`config.mk`:
```
export PLATFORM = sky130hd
export DESIGN_NAME = vga_pixel_pipeline
export DESIGN_NICKNAME = d
export VERILOG_FILES = /design/src/rtl/vga_pkg.sv /design/src/rtl/vga_timing_counter.sv /design/src/rtl/vga_pixel_pipeline.sv
export SDC_FILE = /design/constraint.sdc
export NUM_CORES = 1
export LEC_CHECK = 0
export ABC_AREA = 1
export CAP_MARGIN = 20
export CORE_ASPECT_RATIO = 2
export CORE_MARGIN = 3
export CORE_UTILIZATION = 45
export CTS_BUF_LIST = sky130_fd_sc_hd__clkbuf_16
export DETAILED_ROUTE_END_ITERATION = 8
export PLACE_DENSITY = 0.82
export SYNTH_ARGS = -nofsm -noshare
export SYNTH_HDL_FRONTEND = slang
export SYNTH_HIERARCHICAL = 1
export SYNTH_SLANG_ARGS = --single-unit
```
`constraint.sdc`:
```
create_clock -name clock -period 2.4 [get_ports clock]
set_input_delay 0.24 -clock clock [delete_from_list [all_inputs] [get_ports clock]]
set_output_delay 0.24 -clock clock [all_outputs]
set_load 0.01 [all_outputs]
```
`src/rtl/vga_pkg.sv`:
```
// ---------------------------------------------------------------------------
// vga_pkg
// Shared types and constants for the VGA pixel pipeline.
//   mode_e   : output pattern selector (frame buffer, colour bars, solid, grid)
//   BAR_LUT  : per-bar {B,G,R} channel enables for the 8-bar test pattern,
//              index 0 is the leftmost bar
//   total()  : sums the four segments of a horizontal or vertical timing
// ---------------------------------------------------------------------------
package vga_pkg;

  typedef enum logic [1:0] {
    MODE_FB    = 2'd0,
    MODE_BARS  = 2'd1,
    MODE_SOLID = 2'd2,
    MODE_GRID  = 2'd3
  } mode_e;

  // Listed from bar 7 down to bar 0 because element [7] of a packed array is
  // written first: black, blue, red, magenta, green, cyan, yellow, white.
  localparam logic [7:0][2:0] BAR_LUT = {
    3'b000, 3'b100, 3'b001, 3'b101, 3'b010, 3'b110, 3'b011, 3'b111
  };

  function automatic int total(input int act, input int fp, input int sync, input int bp);
    return act + fp + sync + bp;
  endfunction

endpackage

```
`src/rtl/vga_timing_counter.sv`:
```
// ---------------------------------------------------------------------------
// vga_timing_counter
// Raster counters and stage-0 timing flags.
//   i_clock   : pixel clock
//   i_reset   : synchronous active-high reset, counters return to (0,0)
//   o_h_cnt   : horizontal position, 0..H_TOTAL-1
//   o_v_cnt   : vertical position, 0..V_TOTAL-1
//   o_active  : current position lies in the visible area
//   o_hs_raw  : position lies in the horizontal sync interval (active-high)
//   o_vs_raw  : line lies in the vertical sync interval (active-high)
//   o_frame   : position is (0,0), first pixel of a frame
// ---------------------------------------------------------------------------
module vga_timing_counter
  import vga_pkg::*;
#(
  parameter int H_ACT  = 640,
  parameter int H_FP   = 16,
  parameter int H_SYNC = 96,
  parameter int H_BP   = 48,
  parameter int V_ACT  = 480,
  parameter int V_FP   = 10,
  parameter int V_SYNC = 2,
  parameter int V_BP   = 33,
  parameter int CNT_W  = 12
) (
  input  logic             i_clock,
  input  logic             i_reset,
  output logic [CNT_W-1:0] o_h_cnt,
  output logic [CNT_W-1:0] o_v_cnt,
  output logic             o_active,
  output logic             o_hs_raw,
  output logic             o_vs_raw,
  output logic             o_frame
);

  localparam int H_TOTAL  = total(H_ACT, H_FP, H_SYNC, H_BP);
  localparam int V_TOTAL  = total(V_ACT, V_FP, V_SYNC, V_BP);
  localparam int HS_START = H_ACT + H_FP;
  localparam int HS_END   = HS_START + H_SYNC - 1;
  localparam int VS_START = V_ACT + V_FP;
  localparam int VS_END   = VS_START + V_SYNC - 1;

  logic [CNT_W-1:0] r_h_cnt;
  logic [CNT_W-1:0] r_v_cnt;
  logic             w_h_last;
  logic             w_v_last;

  assign w_h_last = (r_h_cnt == CNT_W'(H_TOTAL - 1));
  assign w_v_last = (r_v_cnt == CNT_W'(V_TOTAL - 1));

  always_ff @(posedge i_clock) begin
    if (i_reset) begin
      r_h_cnt <= '0;
      r_v_cnt <= '0;
    end else if (w_h_last) begin
      r_h_cnt <= '0;
      r_v_cnt <= w_v_last ? '0 : r_v_cnt + CNT_W'(1);
    end else begin
      r_h_cnt <= r_h_cnt + CNT_W'(1);
    end
  end

  assign o_h_cnt  = r_h_cnt;
  assign o_v_cnt  = r_v_cnt;
  assign o_active = (r_h_cnt < CNT_W'(H_ACT)) && (r_v_cnt < CNT_W'(V_ACT));
  assign o_hs_raw = (r_h_cnt >= CNT_W'(HS_START)) && (r_h_cnt <= CNT_W'(HS_END));
  assign o_vs_raw = (r_v_cnt >= CNT_W'(VS_START)) && (r_v_cnt <= CNT_W'(VS_END));
  assign o_frame  = (r_h_cnt == '0) && (r_v_cnt == '0);

endmodule

```
`src/rtl/vga_pixel_pipeline.sv`:
```
// ---------------------------------------------------------------------------
// vga_pixel_pipeline
// VGA timing generator and pixel output stage. Issues one frame-buffer read
// per visible pixel, carries that pixel's timing flags alongside the read so
// they meet the returned data, selects the pattern and registers the pins.
// Counter state to pins latency is RD_LATENCY+1 for every output.
//   clock, reset   : pixel clock, synchronous active-high reset
//   mode           : 0 frame buffer, 1 colour bars, 2 solid, 3 grid
//                    (takes effect at the next frame start)
//   solid_color    : {B,G,R} colour for solid mode
//   fb_req         : read strobe, one per visible pixel
//   fb_x, fb_y     : coordinate of the current read (0 when idle)
//   fb_data        : {B,G,R} returned exactly RD_LATENCY cycles after fb_req
//   VGA_R/G/B      : colour to the DAC
//   VGA_HS, VGA_VS : syncs with polarity HS_POL / VS_POL (0 = active-low)
//   VGA_BLANK_N    : high while the output pixel is visible
//   frame_start    : one-cycle pulse with output pixel (0,0)
// ---------------------------------------------------------------------------
module vga_pixel_pipeline
  import vga_pkg::*;
#(
  parameter int H_ACT      = 640,
  parameter int H_FP       = 16,
  parameter int H_SYNC     = 96,
  parameter int H_BP       = 48,
  parameter int V_ACT      = 480,
  parameter int V_FP       = 10,
  parameter int V_SYNC     = 2,
  parameter int V_BP       = 33,
  parameter int HS_POL     = 0,
  parameter int VS_POL     = 0,
  parameter int COLOR_W    = 8,
  parameter int RD_LATENCY = 2,
  parameter int CNT_W      = 12
) (
  input  logic                 clock,
  input  logic                 reset,
  input  logic [1:0]           mode,
  input  logic [3*COLOR_W-1:0] solid_color,
  output logic                 fb_req,
  output logic [CNT_W-1:0]     fb_x,
  output logic [CNT_W-1:0]     fb_y,
  input  logic [3*COLOR_W-1:0] fb_data,
  output logic [COLOR_W-1:0]   VGA_R,
  output logic [COLOR_W-1:0]   VGA_G,
  output logic [COLOR_W-1:0]   VGA_B,
  output logic                 VGA_HS,
  output logic                 VGA_VS,
  output logic                 VGA_BLANK_N,
  output logic                 frame_start
);

  localparam logic HS_ACT = (HS_POL != 0);
  localparam logic VS_ACT = (VS_POL != 0);

  // Everything the output stage needs to know about one pixel.
  typedef struct packed {
    logic             active;
    logic             hs;
    logic             vs;
    logic             frame;
    mode_e            mode;
    logic [CNT_W-1:0] x;
    logic [CNT_W-1:0] y;
  } pix_t;

  // ---------------- stage 0: counters ----------------
  logic [CNT_W-1:0] w_h_cnt;
  logic [CNT_W-1:0] w_v_cnt;
  logic             w_active;
  logic             w_hs_raw;
  logic             w_vs_raw;
  logic             w_frame;

  vga_timing_counter #(
    .H_ACT (H_ACT),
    .H_FP  (H_FP),
    .H_SYNC(H_SYNC),
    .H_BP  (H_BP),
    .V_ACT (V_ACT),
    .V_FP  (V_FP),
    .V_SYNC(V_SYNC),
    .V_BP  (V_BP),
    .CNT_W (CNT_W)
  ) u_timing (
    .i_clock (clock),
    .i_reset (reset),
    .o_h_cnt (w_h_cnt),
    .o_v_cnt (w_v_cnt),
    .o_active(w_active),
    .o_hs_raw(w_hs_raw),
    .o_vs_raw(w_vs_raw),
    .o_frame (w_frame)
  );

  // The mode is latched at (0,0); that first pixel must already use the new
  // mode, so it takes the live input rather than the held copy.
  mode_e r_mode_q;
  mode_e w_mode_s0;

  assign w_mode_s0 = w_frame ? mode_e'(mode) : r_mode_q;

  always_ff @(posedge clock) begin
    if (reset) begin
      r_mode_q <= MODE_FB;
    end else if (w_frame) begin
      r_mode_q <= mode_e'(mode);
    end
  end

  // The counters sit at (0,0) while reset is held, so the request is masked
  // to keep the frame buffer idle until the first real pixel.
  assign fb_req = w_active & ~reset;
  assign fb_x   = fb_req ? w_h_cnt : '0;
  assign fb_y   = fb_req ? w_v_cnt : '0;

  pix_t w_s0;

  always_comb begin
    w_s0        = '0;
    w_s0.active = w_active;
    w_s0.hs     = w_hs_raw;
    w_s0.vs     = w_vs_raw;
    w_s0.frame  = w_frame;
    w_s0.mode   = w_mode_s0;
    w_s0.x      = w_active ? w_h_cnt : '0;
    w_s0.y      = w_active ? w_v_cnt : '0;
  end

  // ---------------- delay line matching the read latency ----------------
  genvar gi;
  generate
    for (gi = 0; gi < RD_LATENCY; gi++) begin : g_dly
      pix_t r_stage;
      pix_t w_stage_in;

      if (gi == 0) begin : g_first
        assign w_stage_in = w_s0;
      end else begin : g_next
        assign w_stage_in = g_dly[gi-1].r_stage;
      end

      always_ff @(posedge clock) begin
        if (reset) begin
          r_stage <= '0;
        end else begin
          r_stage <= w_stage_in;
        end
      end
    end
  endgenerate

  pix_t w_end;
  assign w_end = g_dly[RD_LATENCY-1].r_stage;

  // ---------------- pattern select ----------------
  // bar = x*8/H_ACT; x < H_ACT for visible pixels so the quotient fits 3 bits.
  logic [2:0]           w_bar;
  logic [3*COLOR_W-1:0] w_rgb;

  assign w_bar = 3'({w_end.x, 3'b000} / (CNT_W + 3)'(H_ACT));

  always_comb begin
    w_rgb = '0;
    if (w_end.active) begin
      case (w_end.mode)
        MODE_FB:    w_rgb = fb_data;
        MODE_BARS:  w_rgb = {{COLOR_W{BAR_LUT[w_bar][2]}},
                             {COLOR_W{BAR_LUT[w_bar][1]}},
                             {COLOR_W{BAR_LUT[w_bar][0]}}};
        MODE_SOLID: w_rgb = solid_color;
        MODE_GRID:  w_rgb = ((w_end.x[4:0] == 5'd0) || (w_end.y[4:0] == 5'd0)) ? '1 : '0;
        default:    w_rgb = '0;
      endcase
    end
  end

  // ---------------- output register ----------------
  always_ff @(posedge clock) begin
    if (reset) begin
      VGA_R       <= '0;
      VGA_G       <= '0;
      VGA_B       <= '0;
      VGA_HS      <= ~HS_ACT;
      VGA_VS      <= ~VS_ACT;
      VGA_BLANK_N <= 1'b0;
      frame_start <= 1'b0;
    end else begin
      {VGA_B, VGA_G, VGA_R} <= w_rgb;
      VGA_HS      <= w_end.hs ? HS_ACT : ~HS_ACT;
      VGA_VS      <= w_end.vs ? VS_ACT : ~VS_ACT;
      VGA_BLANK_N <= w_end.active;
      frame_start <= w_end.frame;
    end
  end

endmodule

```
==> results of run 1 <==
-- sequential cells by signal (all words and copies together) (netlist names) --
name	cells
VGA_R	8
u_timing/o_v_cnt	12
VGA_HS	1
VGA_B	8
VGA_G	8
g_dly.r_stage	46
VGA_BLANK_N	1
u_timing/o_h_cnt	12
frame_start	1
VGA_VS	1
-- cell usage in the layout (no fill, tap or decap), types with 2 or more instances in the layout --
cell type / synthesis / layout
xor2_1: 2 / 2
dfxtp_4: 0 / 2
nand4_1: 16 / 16
nand3_4: 1 / 2
nor2_2: 5 / 6
dlygate4sd2_1: 0 / 3
buf_4: 1 / 12
nor2_1: 112 / 111
dfxtp_1: 98 / 90
nand2_1: 83 / 79
dlymetal6s2s_1: 0 / 21
inv_1: 106 / 103
or4_1: 2 / 2
o21ai_0: 27 / 27
a21oi_2: 9 / 9
a21oi_1: 52 / 52
nand3_1: 28 / 28
inv_4: 0 / 2
nor2_4: 4 / 4
ha_1: 4 / 4
nand3_2: 8 / 7
inv_6: 0 / 2
nand2_4: 6 / 6
bufinv_16: 0 / 2
nand2_2: 13 / 17
nor3_1: 4 / 4
clkbuf_16: 0 / 9
o22a_1: 2 / 2
dfxtp_2: 0 / 6
o21ai_2: 2 / 2
o211ai_1: 2 / 2
clkdlybuf4s50_1: 0 / 80
-- area by class of cell --
| cell class | instances | area, um^2 |
|---|---|---|
| tap | 130 | 163 |
| fill | 856 | 3430 |
| sequential | 98 | 1980 |
| inverter | 106 | 403 |
| multi-input combinational | 391 | 2010 |
| clock inverter | 7 | 100 |
| timing repair buffer | 117 | 1200 |
| clock buffer | 9 | 225 |
-- worst min path at each step --
stage,startpoint,cells past startpoint,to,slack (ps)
final,g_dly[1].r_stage[28],1,VGA_HS,370
after global routing,g_dly[1].r_stage[27],1,VGA_VS,390
after CTS,g_dly[1].r_stage[28],1,VGA_HS,380
after detailed placement,g_dly[1].r_stage[28],1,VGA_HS,360
after global placement,g_dly[1].r_stage[27],1,VGA_VS,360
after floorplan,reset,1,u_timing/o_v_cnt[7],310
-- metal layers --
metal  vias to the layer above  GRT usage, %  routed length, um
met5                         -             0                  0
met4                         0          11.9                512
met3                        36          4.26                610
met2                       171          39.4               6390
met1                      1966          19.3               4100
li1                       2139             -                  -
-- kinds of logic (layout without fill, tap and decap cells) --
logic type	after synthesis	in the layout
buf+inv	125	239
compound gates	97	97
fa+ha+maj	4	4
flops	98	98
xor+xnor	2	2
simple gates	288	288
-- through the flow --
stage,hold slack [ps],cells
finish,375,858
global route,392,858
CTS,378,853
detailed placement,363,837
global placement,360,837
floorplan,307,614
-- power by group --
part	internal (uW)	switching (uW)
Sequential	1660	15.9
Clock	924	633
Combinational	166	177
-- repair_timing --
| action | in CTS | in global routing |
|---|---|---|
| buffers inserted | 0 | 5 |
| endpoints found under the setup margin | 21 | 38 |
| gates resized for setup | 7 | 38 |
| pin swaps | 0 | 11 |
==> results.md, run 1 <==
Yosys:
- The yosys synthesis warning count is 6.
- Each instance of the synthesized netlist takes up on average 7.24 um^2.
- The synthesized netlist devotes 12.4% of its cell area to compound gates.
- The synthesized net count is 670.
- The dominant combinational cell family by area after synthesis is simple AND/OR/NAND/NOR gates.
- Of the total synthesized cell area, the portion taken by XOR and XNOR cells is 0.394%.
- The fraction of the mapped netlist area in simple logic gates is 30.8%.
- Yosys attributes the largest share of cell area to dfxtp_1, nor2_1, inv_1.
- The combined area of all synthesized cells is 0.00445 mm^2.
- After synthesis, the largest area contributor takes up between 40% and 50% of total cell area.
- The synthesized netlist contains 35 unique library cells.
- The synthesized flop and latch total is 98.
- The multiplexer share of the synthesized area is 0%.
- The number of flops mapped to enable cells by yosys is 0.
- The cell with the most instances after synthesis is nor2_1.
- After technology mapping, the gate count stands at 614.
- The share of flip-flops with an asynchronous set or reset is 0%.
- Sequential cells were found to cover 44.1% of the synthesized design area.
- Among all flip-flop cells after synthesis, the most frequent one is dfxtp_1.
- After Yosys synthesis, full adders, half adders and majority gates account for approximately 1.1% of the synthesized area.
- By count the netlist is led by nor2_1, inv_1, dfxtp_1.
- Of all cell types, the one taking the most synthesized area is dfxtp_1.

Floorplan:
- Measured along the x axis, the die boundary spans 76.3 um.
- The die footprint is 0.0112 mm^2.
- The effective utilization at floorplan is a little under half.
- After floorplanning, the core was divided into 50 placement rows.
- Measured along the y axis, the die boundary spans around 150 um.
- The core area is 0.00951 mm^2.
- The I/O pin count is 105.

Power and ir drop:
- The design draws 3580 uW.
- The worst-case vdd ir drop is 0.393 mV.
- The static power due to leakage is 0.00288 uW.
- The total power density per cell area is slightly below 600 mW/mm^2.

Run:
- The tool flagged a number of max-cap violations equal to 0.

Setup path:
- In this run the critical register-to-register path is launched from g_dly[1].r_stage[21].
- The most critical setup path has its endpoint at VGA_B[3].
- The most numerous cell on the critical path is nand2_2.
- In this design, the stage delay of the slowest critical-path cell is around 370 ps.
- The worst register-to-register path ends at VGA_B[3].
- Along the worst path, the maximum fanout reaches 8.
- The logic depth of the worst register-to-register path is 18.
- The family with the most delay on the worst path is simple AND/OR/NAND/NOR gates.
- The endpoint kind of the worst setup timing path is a register.
- Walking the worst path, the cells encountered are inv_4 > nand3_4 > o211ai_1 > nand2_1 > o211ai_1 > inv_1 > a21oi_4 > nand2_4 > nand2_4 > nand2_2 > nand2_2 > inv_2 > nand2_2 > nand2_2 > nand2_2 > nand2_2 > nand2_4 > a21oi_2.
- Data on the critical path arrives at its endpoint at about 2600 ps.
- The most critical setup path has its startpoint at g_dly[1].r_stage[21].
- The category of the most critical setup path is reg -> reg.
- The setup slack on the worst flop-to-flop path is around 59 ps.
- STA classifies the critical path startpoint as a register.
- For this design, the slowest cell found on the critical path is dfxtp_4.
- The critical path crosses 18 cells after its start point.
- The worst endpoint required time is 2630 ps.
- Together, buffers and inverters on the worst path number 3.

STA:
- The final max-slew violation count is 0.
- For this run, the top clock speed supported by timing is ~430 MHz.
- The share of the clock period used by the worst path is 97.5%.
- Setup violations remaining at the end of the flow were counted as 0.
- At the pin with the least slew margin, the transition time is 762 ps.
- In this run the tightest slew margin relative to its limit is 49.2%.
- The routed design could run at a clock period as short as 2340 ps.
- The worst path setup slack after routing is 59.0 ps.
- The final setup TNS is 0 ps.
- Setup repair after global routing could not meet its margin everywhere.
- Across the routed clock network, the largest skew measured is around 6.7 ps.
- The hold violation total from the final report was 0.

Clock network:
- The maximum level of the CTS H-tree is 3.
- The clock transition at the registers of the reported paths is 70 ps.
- The clock network latency to the later pin of the worst-skew pair is around 340 ps.
- The CTS root buffer is clkbuf_16.
- The maximum count of clock buffers along a single path is 2.
- The total of hold buffers inserted after clock tree synthesis is 0.
- The CTS sink count is 98.
- The TritonCTS clock tree is done.
- Clock tree synthesis inserted a total of 9 buffers.

Min path:
- The kind of path behind the tightest hold check is reg -> reg.

Routing:
- The count of nets left with antenna violations once routing finished came out at 0.
- After detailed routing, the average wire length per cell comes to 13.5 um.
- After detailed routing, the number of remaining DRC violations is 0.
- The overall via count from detail_route is 4312.
- The detail-routed via count per cell is 5.03.
- For this block, the initial DRC count from the detailed router was approximately 200.
- The total iterations of the first detailed-routing run is 4.
- The total routed wirelength is roughly 12 mm.

GRT:
- The total overflow left after global routing is 0.
- The pin count of the biggest net entering global routing is 39.
- The first global-routing pass estimated around 19 mm of wire.
- The via count of the first global-routing pass is 4234.
- The number of antenna violations at the first check in global routing was 0.
- The total global-route track usage is about a fifth.

Final layout:
- The final net count is 779.
- The post-route cell area is 0.00608 mm^2.
- For this run, the share of the core covered by cells in the final layout is 63.9%.
- The share of final-layout standard cells stronger than drive strength 1 is approximately an eighth.
- The area added between synthesis and finish is 36.7%.
- The repair_antennas step left the layout with diodes totalling 0.

Placement:
- The cell area after placement is 0.00563 mm^2.
- At the placement stage, the worst setup path has a slack of 75.1 ps.
- The final weighted congestion in routability-driven placement is 0.949.
- In this run the tool buffered the top-level ports with 104 buffer cells.
- The HPWL after detailed placement is 8.76 mm.

Run status:
- The run finished with clean final reports.
Power figures use the tool's default switching activity.
==> inputs of run 2 (changes only) <==
CORE_ASPECT_RATIO = unset   (was 2)
clock period = 2.8 ns   (was 2.4 ns; I/O delays follow)
==> run 2 against run 1 <==
Clock skew is 0.88 ps higher. Clock-buffer cell count stayed put. Critical path depth is 10 lower. Via count is 1.7% lower. Total power is 17% lower. Critical path type is now reg -> out. Critical endpoint is now fb_y[0].
==> results.md, run 2 (synthesized netlist as in run 1, its figures left out) <==
Run status:
- The flow ran to the end, and the final reports show no timing, DRC or antenna violations.

Final layout:
- The number of fill cells is 802 (-6.3%).
- The share of final-layout standard cells stronger than drive strength 1 is 10.1% (-2.8 points).
- The final net count is 772 (-0.90%).
- g_dly.r_stage holds more flip-flops than any other register.
- The area added between synthesis and finish is 32.6%.
- The final non-filler cell total is 849 (-1.0%).
- The top cell types in the final layout, fill and taps aside, are nor2_1, inv_1, clkdlybuf4s50_1.
- The count of inserted antenna diode cells is 0 (unchanged).
- The post-route cell area is 0.00590 mm^2 (-2.9%).
- The flip-flop count of the largest register after layout is 46 (unchanged).
- The most common cell after layout, fill and taps aside is nor2_1.

Routing:
- The DRC violations left is 0 (unchanged).
- The final antenna-violating net count is 0 (unchanged).
- The detail-routed via count per cell came to 4.99 (-0.70%).
- The overall via count from detail_route was 4237 (-1.7%).
- The initial detailed-routing violation count is 207 (+4.0%).
- The detailed-route wire length per cell came to 13.1 um (-2.9%).
- The total iterations of the first detailed-routing run is 5 (+1).
- The total routed wirelength is 11.1 mm (-4.0%).

Power and ir drop:
- The post-layout total power came to 2970 uW (-17%).
- The static power due to leakage came to 0.00242 uW (-16%).
- The worst-case vdd ir drop came to 0.386 mV (-1.7%).
- The power spent charging and discharging nets is 701 uW (-15%).
- The sequential fraction of design power came to 48.5% (+1.6 points).
- The design internal power is 2270 uW (-18%).
- The portion of total power attributed to combinational logic is 10.0% (+0.4 points).
- The total power density per cell area is 504 mW/mm^2 (-15%).
- The clock group share of total power was 41.5% (-2.0 points).
- The switching fraction of total power is 23.6% (+0.53 points).

Floorplan:
- The die footprint was 0.0111 mm^2 (-0.65%).
- The die extent in x is 105 um (+38%).
- The row count is 35 (-30%).
- The die height is 105 um (-28%).
- The I/O pin count is 105 (unchanged).
- The core area came to 0.00942 mm^2 (-0.99%).
- The effective utilization at floorplan is 47.2% (+0.47 points).

GRT:
- The total global-route track usage is 20.3% (-0.089 points).
- The first-pass GRT wire length came to 18.8 mm (+0.63%).
- The total global routing overflow was 0 (unchanged).
- The via count of the first global-routing pass was 4120 (-2.7%).
- The number of antenna violations at the first check in global routing is 0 (unchanged).
- The pin count of the biggest net entering global routing came to 33 (-15%).

Clock network:
- The clock network latency to the later pin of the worst-skew pair is 330 ps (about the same).
- The number of buffers added by the clock tree synthesis step is 9 (unchanged).
- The total of hold buffers inserted after clock tree synthesis is 0 (unchanged).
- The maximum count of clock buffers along a single path was 2 (unchanged).
- The maximum level of the CTS H-tree came to 3 (unchanged).
- The TritonCTS clock tree is done.
- The clock transition at the registers of the reported paths came to 70 ps (about the same).
- The total setup buffers inserted after CTS was 0 (unchanged).
- The CTS root buffer is clkbuf_16.
- The CTS sink count was 98 (unchanged).

Placement:
- The count of port buffers added during placement is 104 (unchanged).
- The detailed-placement wirelength estimate is 8.38 mm (-4.3%).
- The final weighted congestion in routability-driven placement came to 0.899 (-5.3%).
- The cell area after placement is 0.00560 mm^2 (-0.51%).
- The number of placed instances, taps included is 834 (-0.36%).

STA:
- The final max-slew violation count is 0 (unchanged).
- The final setup TNS was 0 ps (unchanged).
- After layout, the worst path uses roughly 93% of the clock period.
- The number of setup violations in the final report came to 0 (unchanged).
- Setup repair after global routing left no endpoint under its margin.
- The setup skew after layout was 7.57 ps (+0.881 ps).
- The hold violation total from the final report is 0 (unchanged).
- For this run, the top clock speed supported by timing is about 380 MHz.
- The routed design could run at a clock period as short as 2610 ps.
- The worst max-slew margin expressed relative to the limit was 43.7% (-5.4 points).
- The slew at the pin closest to its max-slew limit came to 843 ps (+81.2 ps).

Setup path:
- The startpoint of the lowest-slack register-to-register path is g_dly[1].r_stage[21].
- The critical path is of the reg -> out type.
- The worst setup path is launched from a register.
- The setup slack on the worst flop-to-flop path is 400 ps (+340 ps).
- The logic depth of the worst register-to-register path is 21 (+3).
- The worst endpoint required time is 2520 ps (-110 ps).
- STA classifies the critical path endpoint as an output pin.
- The end of the worst register-to-register path is VGA_B[5].
- The signal arrival time at the worst endpoint is 2330 ps (-240 ps).
- The maximum fanout along the worst path is 11 (+3).

Min path:
- The hold path startpoint is g_dly[1].r_stage[28].
- The terminating pin of the worst hold path is VGA_HS.
- The min-delay analysis places its worst path in the category reg -> reg.
- The cell depth of the worst min-delay path is 1 (unchanged).

Run:
- The max-capacitance violation count came to 0 (unchanged).
## run 2: cell types whose count changed in the layout (fill, tap and decap cells not counted), moves of 5 or more
cell | before | now
buf_4 | 12 | 6
dfxtp_2 | 6 | 1
clkdlybuf4s50_1 | 80 | 104
dlymetal6s2s_1 | 21 | 0
dfxtp_1 | 90 | 97
## run 2: through the flow
step | hold WS [ps] | util [%] | setup WS [ps]
after floorplan | 347 | - | 742
after global placement | 368 | 59.4 | 481
after detailed placement | 364 | 59.4 | 433
after CTS | 385 | 62.6 | 59.4
after global routing | 393 | 62.6 | 48.2
final | 380 | 62.6 | 190
## run 2: area by class of cell
cell class | count | area [um^2] | area share, %
Clock buffer | 9 | 225 | 3.82
Sequential cell | 98 | 1960 | 33.3
Tap cell | 129 | 161 | 2.74
Timing Repair Buffer | 110 | 1090 | 18.4
Inverter | 106 | 398 | 6.75
Multi-Input combinational cell | 391 | 1990 | 33.8
Clock inverter | 6 | 72.6 | 1.23
## run 2: power groups by stage
stage	combinational (uW)	sequential [uW]	clock, uW
final	296	1440	1230
after detailed placement	296	1470	0
after global routing	322	1440	1310
after CTS	297	1440	1250
after global placement	286	1470	0
after floorplan	134	1480	0
## run 2: how the worst max path moves through the flow
stage / to / cells past startpoint / slack (ps) / start
finish: fb_y[0] / 8 / 190 / u_timing/o_h_cnt[11]
CTS: fb_y[0] / 7 / 60 / u_timing/o_h_cnt[8]
global placement: fb_x[1] / 6 / 480 / reset
floorplan: VGA_B[0] / 21 / 740 / g_dly[1].r_stage[21]
detailed placement: fb_y[0] / 6 / 430 / reset
global route: fb_x[2] / 8 / 50 / u_timing/o_h_cnt[11]
## run 2: metal layers
layer | global-route usage (%) | vias up | wire [um]
met2 | 36.7 | 175 | 5500
met4 | 6.19 | 0 | 177
met1 | 24.4 | 1924 | 4660
li1 | - | 2120 | -
met3 | 3.67 | 18 | 810
met5 | 0 | - | 0
## run 2: worst max-delay path: stages, from the launching register on
cell and delay, ps:
dfxtp_1 340, nor2_2 240, nand2_1 90, nor2_1 100
and3_1 180, nand2_2 160, buf_4 220, nor2_1 110
clkdlybuf4s50_1 560
## run 2: timing repair
action,4_1_cts,5_1_grt
hold endpoints to repair,0,0
gates resized for setup,0,2
setup endpoints to repair,0,20
==> inputs of run 3 (changes only) <==
CORE_MARGIN = 5   (was 3)
MAX_ROUTING_LAYER = met4   (was unset)
==> run 3 against run 2 <==
Final area down 0.30%. Die area grew 7.7%. Setup slack better by 100 ps. Via count down 1.1%. Sequential share of layout area up 0.078 points. Largest power group unchanged. Highest routed layer unchanged.
==> results.md, run 3 (synthesized netlist as in run 1, its figures left out) <==
Placement:
- The detailed-placement wirelength estimate is 8.47 mm (+1.0%).
- The number of placed instances, taps included came to 837 (+0.36%).
- The count of port buffers added during placement was 104 (unchanged).
- The final weighted congestion in routability-driven placement is 0.908 (+1.1%).
- The worst setup slack after placement is 439 ps (+6.48 ps).

Setup path:
- The endpoint kind of the worst setup timing path is an output pin.
- The worst setup path is of the reg -> out kind.
- The maximum fanout along the worst path was 21 (+10).
- The source of the critical timing path is u_timing/o_h_cnt[8].
- The logic depth of the worst register-to-register path is 21 (unchanged).
- The worst endpoint required time is 2520 ps (about the same).
- The longest individual stage delay on the worst path is 550 ps (about the same).
- The worst-path cell with the longest stage delay is clkdlybuf4s50_1.
- The signal on the critical path passes through inv_1 > nand4_1 > and3_1 > nand2_1 > buf_4 > nor2_1 > clkdlybuf4s50_1.
- STA classifies the critical path startpoint as a register.
- In this run the critical register-to-register path is captured at VGA_B[0].
- The signal arrival time at the worst endpoint came to 2230 ps (-100 ps).
- The startpoint of the lowest-slack register-to-register path is g_dly[1].r_stage[23].
- The setup slack on the worst flop-to-flop path is 410 ps (about the same).

STA:
- The worst max-slew margin expressed relative to the limit is 46.3% (+2.5 points).
- The final setup TNS was 0 ps (unchanged).
- The setup skew after layout is 7.53 ps (-0.0409 ps).
- The clock period minus worst slack is 2510 ps (-102 ps).
- The final max-slew violation count is 0 (unchanged).
- The share of the clock period used by the worst path came to 89.6% (-3.7 points).
- The number of setup violations in the final report came to 0 (unchanged).
- The hold violation total from the final report is 0 (unchanged).
- The top achievable clock speed is 399 MHz (+4.1%).
- The minimum hold slack is 367 ps (-12.5 ps).
- Setup repair after global routing left no endpoint under its margin.
- The worst path setup slack after routing is 292 ps (+102 ps).
- The slew at the pin closest to its max-slew limit came to 805 ps (-38.1 ps).

Min path:
- The cell depth of the worst min-delay path is 1 (unchanged).
- The worst hold path terminates at VGA_VS.
- The kind of path behind the tightest hold check is reg -> reg.
- The hold path startpoint is g_dly[1].r_stage[27].

Clock network:
- The total of hold buffers inserted after clock tree synthesis was 0 (unchanged).
- The CTS root buffer is clkbuf_16.
- The clock transition at the registers of the reported paths is 70 ps (about the same).
- The CTS sink count came to 98 (unchanged).
- The number of buffers added by the clock tree synthesis step came to 9 (unchanged).
- The maximum count of clock buffers along a single path is 2 (unchanged).
- The total setup buffers inserted after CTS is 0 (unchanged).
- The maximum level of the CTS H-tree is 3 (unchanged).
- The TritonCTS clock tree is done.
- The post-cts sizing count is 0 (unchanged).
- The clock network latency to the later pin of the worst-skew pair is 330 ps (about the same).

Power and ir drop:
- The clock group share of total power is 40.4% (-1.1 points).
- The total power density per cell area is 494 mW/mm^2 (-1.9%).
- The switching fraction of total power is 24.7% (+1.1 points).
- The portion of total power attributed to combinational logic was 10.0% (about the same).
- The static power due to leakage is 0.00241 uW (-0.29%).
- The power spent charging and discharging nets is 719 uW (+2.6%).
- The worst-case vdd ir drop is 0.382 mV (-1.1%).
- The design internal power is 2190 uW (-3.6%).
- The sequential fraction of design power is 49.6% (+1.1 points).

GRT:
- The total global-route track usage is 19.0% (-1.4 points).
- The via count of the first global-routing pass is 3903 (-5.3%).
- The number of antenna violations at the first check in global routing is 0 (unchanged).
- The first-pass GRT wire length is 17.8 mm (-5.4%).
- The total global routing overflow is 0 (unchanged).
- The pin count of the biggest net entering global routing was 33 (unchanged).

Routing:
- The initial detailed-routing violation count is 249 (+20%).
- The final antenna-violating net count was 0 (unchanged).
- The overall via count from detail_route is 4189 (-1.1%).
- The detailed-route wire length per cell came to 13.1 um (-0.33%).
- The total iterations of the first detailed-routing run is 5 (unchanged).
- The DRC violations left is 0 (unchanged).
- The detail-routed via count per cell is 4.91 (-1.6%).
- The total routed wirelength is 11.2 mm (+0.13%).

Final layout:
- Leaving out fill and tap cells, the most frequent cells in the layout are nor2_1, inv_1, clkdlybuf4s50_1.
- The most common cell after layout, fill and taps aside is nor2_1.
- The final non-filler cell total is 853 (+0.47%).
- The count of inserted antenna diode cells is 0 (unchanged).
- The post-route core utilization is 60.7% (-1.9 points).
- The area added between synthesis and finish is 32.2%.
- The multi-input combinational cell area came to 0.00199 mm^2 (-0.13%).
- The flip-flop count of the largest register after layout is 46 (unchanged).
- The register with the most flip-flops in the final layout is g_dly.r_stage.
- The final net count came to 771 (-0.13%).
- The number of fill cells is 881 (+9.9%).
- The share of final-layout standard cells stronger than drive strength 1 is 9.72% (-0.42 points).
- The flip-flop and latch area was 0.00196 mm^2 (about the same).

Floorplan:
- The effective utilization at floorplan was 45.9% (-1.3 points).
- The I/O pin count is 105 (unchanged).
- The row count came to 36 (+2.9%).
- The core area is 0.00968 mm^2 (+2.9%).
- The die extent in x came to 109 um (+3.8%).
- The die footprint is 0.0120 mm^2 (+7.7%).
- The die height is 109 um (+3.8%).

Run:
- The max-capacitance violation count is 0 (unchanged).

Run status:
- The flow ran to the end, and the final reports show no timing, DRC or antenna violations.
## run 3: cell types whose count changed in the layout (fill, tap and decap cells not counted), sizes merged
cell | previous run | this run
clkinv | 1 | 4
buf | 6 | 5
clkinvlp | 1 | 0
bufinv | 1 | 0
## run 3: cell type report
| class | count | area share, % |
|---|---|---|
| flip-flops and latches | 98 | 33.4 |
| clock buffers | 9 | 3.83 |
| inverters | 106 | 6.77 |
| well taps | 133 | 2.83 |
| multi-input cells | 391 | 33.8 |
| repair buffers | 109 | 18.3 |
| clock inverters | 7 | 1.04 |
## run 3: power groups by stage
stage | logic, uW | registers (uW) | clock network (uW)
global route | 320 | 1440 | 1280
floorplan | 134 | 1480 | 0
CTS | 292 | 1440 | 1200
global placement | 286 | 1470 | 0
finish | 290 | 1440 | 1170
detailed placement | 291 | 1470 | 0
## run 3: metal layers
metal / up-vias / global-route usage [%] / share of wire, %
met1: 1912 / 22.5 / 43
li1: 2129 / - / -
met4: 0 / 4.27 / 1.1
met5: - / - / 0
met2: 136 / 33.0 / 48
met3: 12 / 4.05 / 7.4
## run 3: through the flow
stage	area, um^2	total power [uW]
2_1_floorplan	4450	1610
3_3_place_gp	5590	1760
3_5_place_dp	5590	1760
4_1_cts	5880	2940
5_1_grt	5880	3040
6_report	5880	2910
## run 3: worst max-delay path: cells and delay by family (launching register included)
| kind | cells | cell delay, ps |
|---|---|---|
| buffers and inverters | 3 | 900 |
| AND/OR/NAND/NOR | 4 | 530 |
| flip-flops | 1 | 470 |
## run 3: how the worst max path moves through the flow
stage | end | slack, ps | depth (start not counted)
after CTS | fb_x[0] | 280 | 7
after global routing | fb_x[7] | 100 | 8
after floorplan | VGA_B[0] | 740 | 21
after detailed placement | VGA_B[0] | 440 | 21
final | fb_x[0] | 290 | 7
after global placement | VGA_B[0] | 650 | 21
==> patch, RTL diff (flow settings as in run 1) <==
Set the parameter `COLOR_W` to 6 (it was 8).
--- a/src/rtl/vga_pixel_pipeline.sv
+++ b/src/rtl/vga_pixel_pipeline.sv
@@ -29,7 +29,7 @@
   parameter int V_BP       = 33,
   parameter int HS_POL     = 0,
   parameter int VS_POL     = 0,
-  parameter int COLOR_W    = 8,
+  parameter int COLOR_W    = 6,
   parameter int RD_LATENCY = 2,
   parameter int CNT_W      = 12
 ) (
Interface: changed (5 resized); port bits go from 105 to 87. No check against the original RTL was run, so the function may have changed too.
==> patch against run 1 <==
Non-clock buffer count down 22. Sequential cell count down 6. Routed wire length down 5.1%. Setup slack better by 110 ps. Area after synthesis down 3.4%. Combinational power down 14%. Total power down 7.9%. Count of clock-buffer cells in the layout unchanged. Largest power group unchanged. Cell area down 5.7%. Sequential share of layout area down 0.16 points. Critical path type unchanged.
==> patch: results <==
[outcome]
outcome = "finished clean"

[global_route]
grtUsageTotal_pct = 20.9
grt_max_degree = 38
grt_pass1_wl_um = 17600
grtUsageMet1_pct = 18.8
grt_util_met3_pct = 3.41
globalRouteMet2Util_pct = 40.6

[placement]
globalplace.congestion = 0.936
place_area_um2 = 5270
pre_cts_ws_ps = 108
dp_hpwl_um = 8250
placed_cells = 788
io_buffer_count = 86

[setup_path]
regToRegSetupSlack_ps = 170
crit_fanout = 6
slowest_delay_ps = 370
cp_data_arrival_time_ps = 2500

[pwr]
leakage_nw = 2.80
ir_drop_mv = 0.384
power_switching_w = 0.000782

[layout]
diodes = 0
largest_register_ffs = 46
final_nets = 742
instances_no_fill = 805
drive_above_1_share_pct = 13.9
largest_register = "g_dly.r_stage"

[clock_network]
cts.clk_slew.worst_paths_ps = 70
cts.path.max_buffers = 2
cts_buffers = 9
clock_latency_ps = 340

[routing]
met3_wirelength_um = 635
first_pass_iters = 5
num_vias = 4120
wl_met2_um = 6110
drt_iter0_markers = 218
drt-total-wl_um = 11000
wl_met1_um = 3790

[timing]
slew_viol_final = 0
clock.fmax_mhz = 449
worst_pin_slew_ps = 898
fin_skew_ps = 9.11
setup_viol = 0
hold_ws_ps = 377

[logic_synthesis]
async_reset_ff_share_pct = 0
synthXorXnorAreaFrac_pct = 0.408
synth_compound_area_share_pct = 9.18
yosys-mux-area-fraction_pct = 0
yosys-top-cells-area = "dfxtp_1 43%, nor2_1 9.8%, inv_1 9.4%, nand2_1 8.7%, a21oi_1 4.1%"
synthAdderAreaFrac_pct = 1.17
syn-mean-instance-area_um2 = 7.07
synth_ff_type = "dfxtp_1"
yosysWarnings = 6
synth_fp_nets = 651
yosysUniqueCellTypes = 38
seq_area_frac_synth_pct = 42.9
synthTopCellsByCount = "112 x nor2_1, 108 x inv_1, 99 x nand2_1, 92 x dfxtp_1, 35 x a21oi_1"

[worst_hold_path]
hp-class = "reg2reg"
patch: cell types whose count changed in the layout (fill, tap and decap cells not counted), moves of 5 or more:
cell | run 1 | this run
o21ai_0 | 27 | 22
nand2_1 | 79 | 93
nor2_2 | 6 | 18
dfxtp_1 | 90 | 85
clkdlybuf4s50_1 | 80 | 61
a21oi_2 | 9 | 1
a21oi_1 | 52 | 34
patch: path summary, 6_finish.rpt:
check | endpoint | depth (start not counted) | start
setup / recovery | VGA_B[5]$_SDFF_PP0_ | 15 | g_dly[1].r_stage[22]$_SDFF_PP0_
hold / removal | VGA_VS$_SDFF_PP1_ | 1 | g_dly[1].r_stage[27]$_SDFF_PP0_
setup reg to reg | VGA_B[5]$_SDFF_PP0_ | 15 | g_dly[1].r_stage[22]$_SDFF_PP0_
hold reg to reg | VGA_VS$_SDFF_PP1_ | 1 | g_dly[1].r_stage[27]$_SDFF_PP0_
patch: timing repair:
item,4_1_cts,5_1_grt
pin swaps,0,11
setup endpoints to repair,21,37
hold buffers,0,0
gates resized for setup,3,54
buffers inserted,0,1
patch: cell type report:
class,count,area [um2]
Sequential cell,92,1860
Fill cell,779,3400
Clock inverter,7,72.6
Inverter,111,419
Timing Repair Buffer,95,1000
Clock buffer,9,225
Tap cell,102,128
Multi-Input combinational cell,389,2030
patch: critical path, delay by kind of cell, from the launching register on:
kind	cells	cell delay, ps
and+or+nand+nor	12	1130
DFF	1	370
AOI/OAI and AO/OA	2	570
buffers and inverters	1	90
patch: power groups by stage:
stage          Combinational, W  Clock, W  Sequential (W)
2_1_floorplan          0.000144         0         0.00162
3_3_place_gp           0.000288         0         0.00161
4_1_cts                0.000298   0.00144         0.00158
5_1_grt                0.000329   0.00150         0.00158
3_5_place_dp           0.000296         0         0.00161
6_report               0.000296   0.00143         0.00157
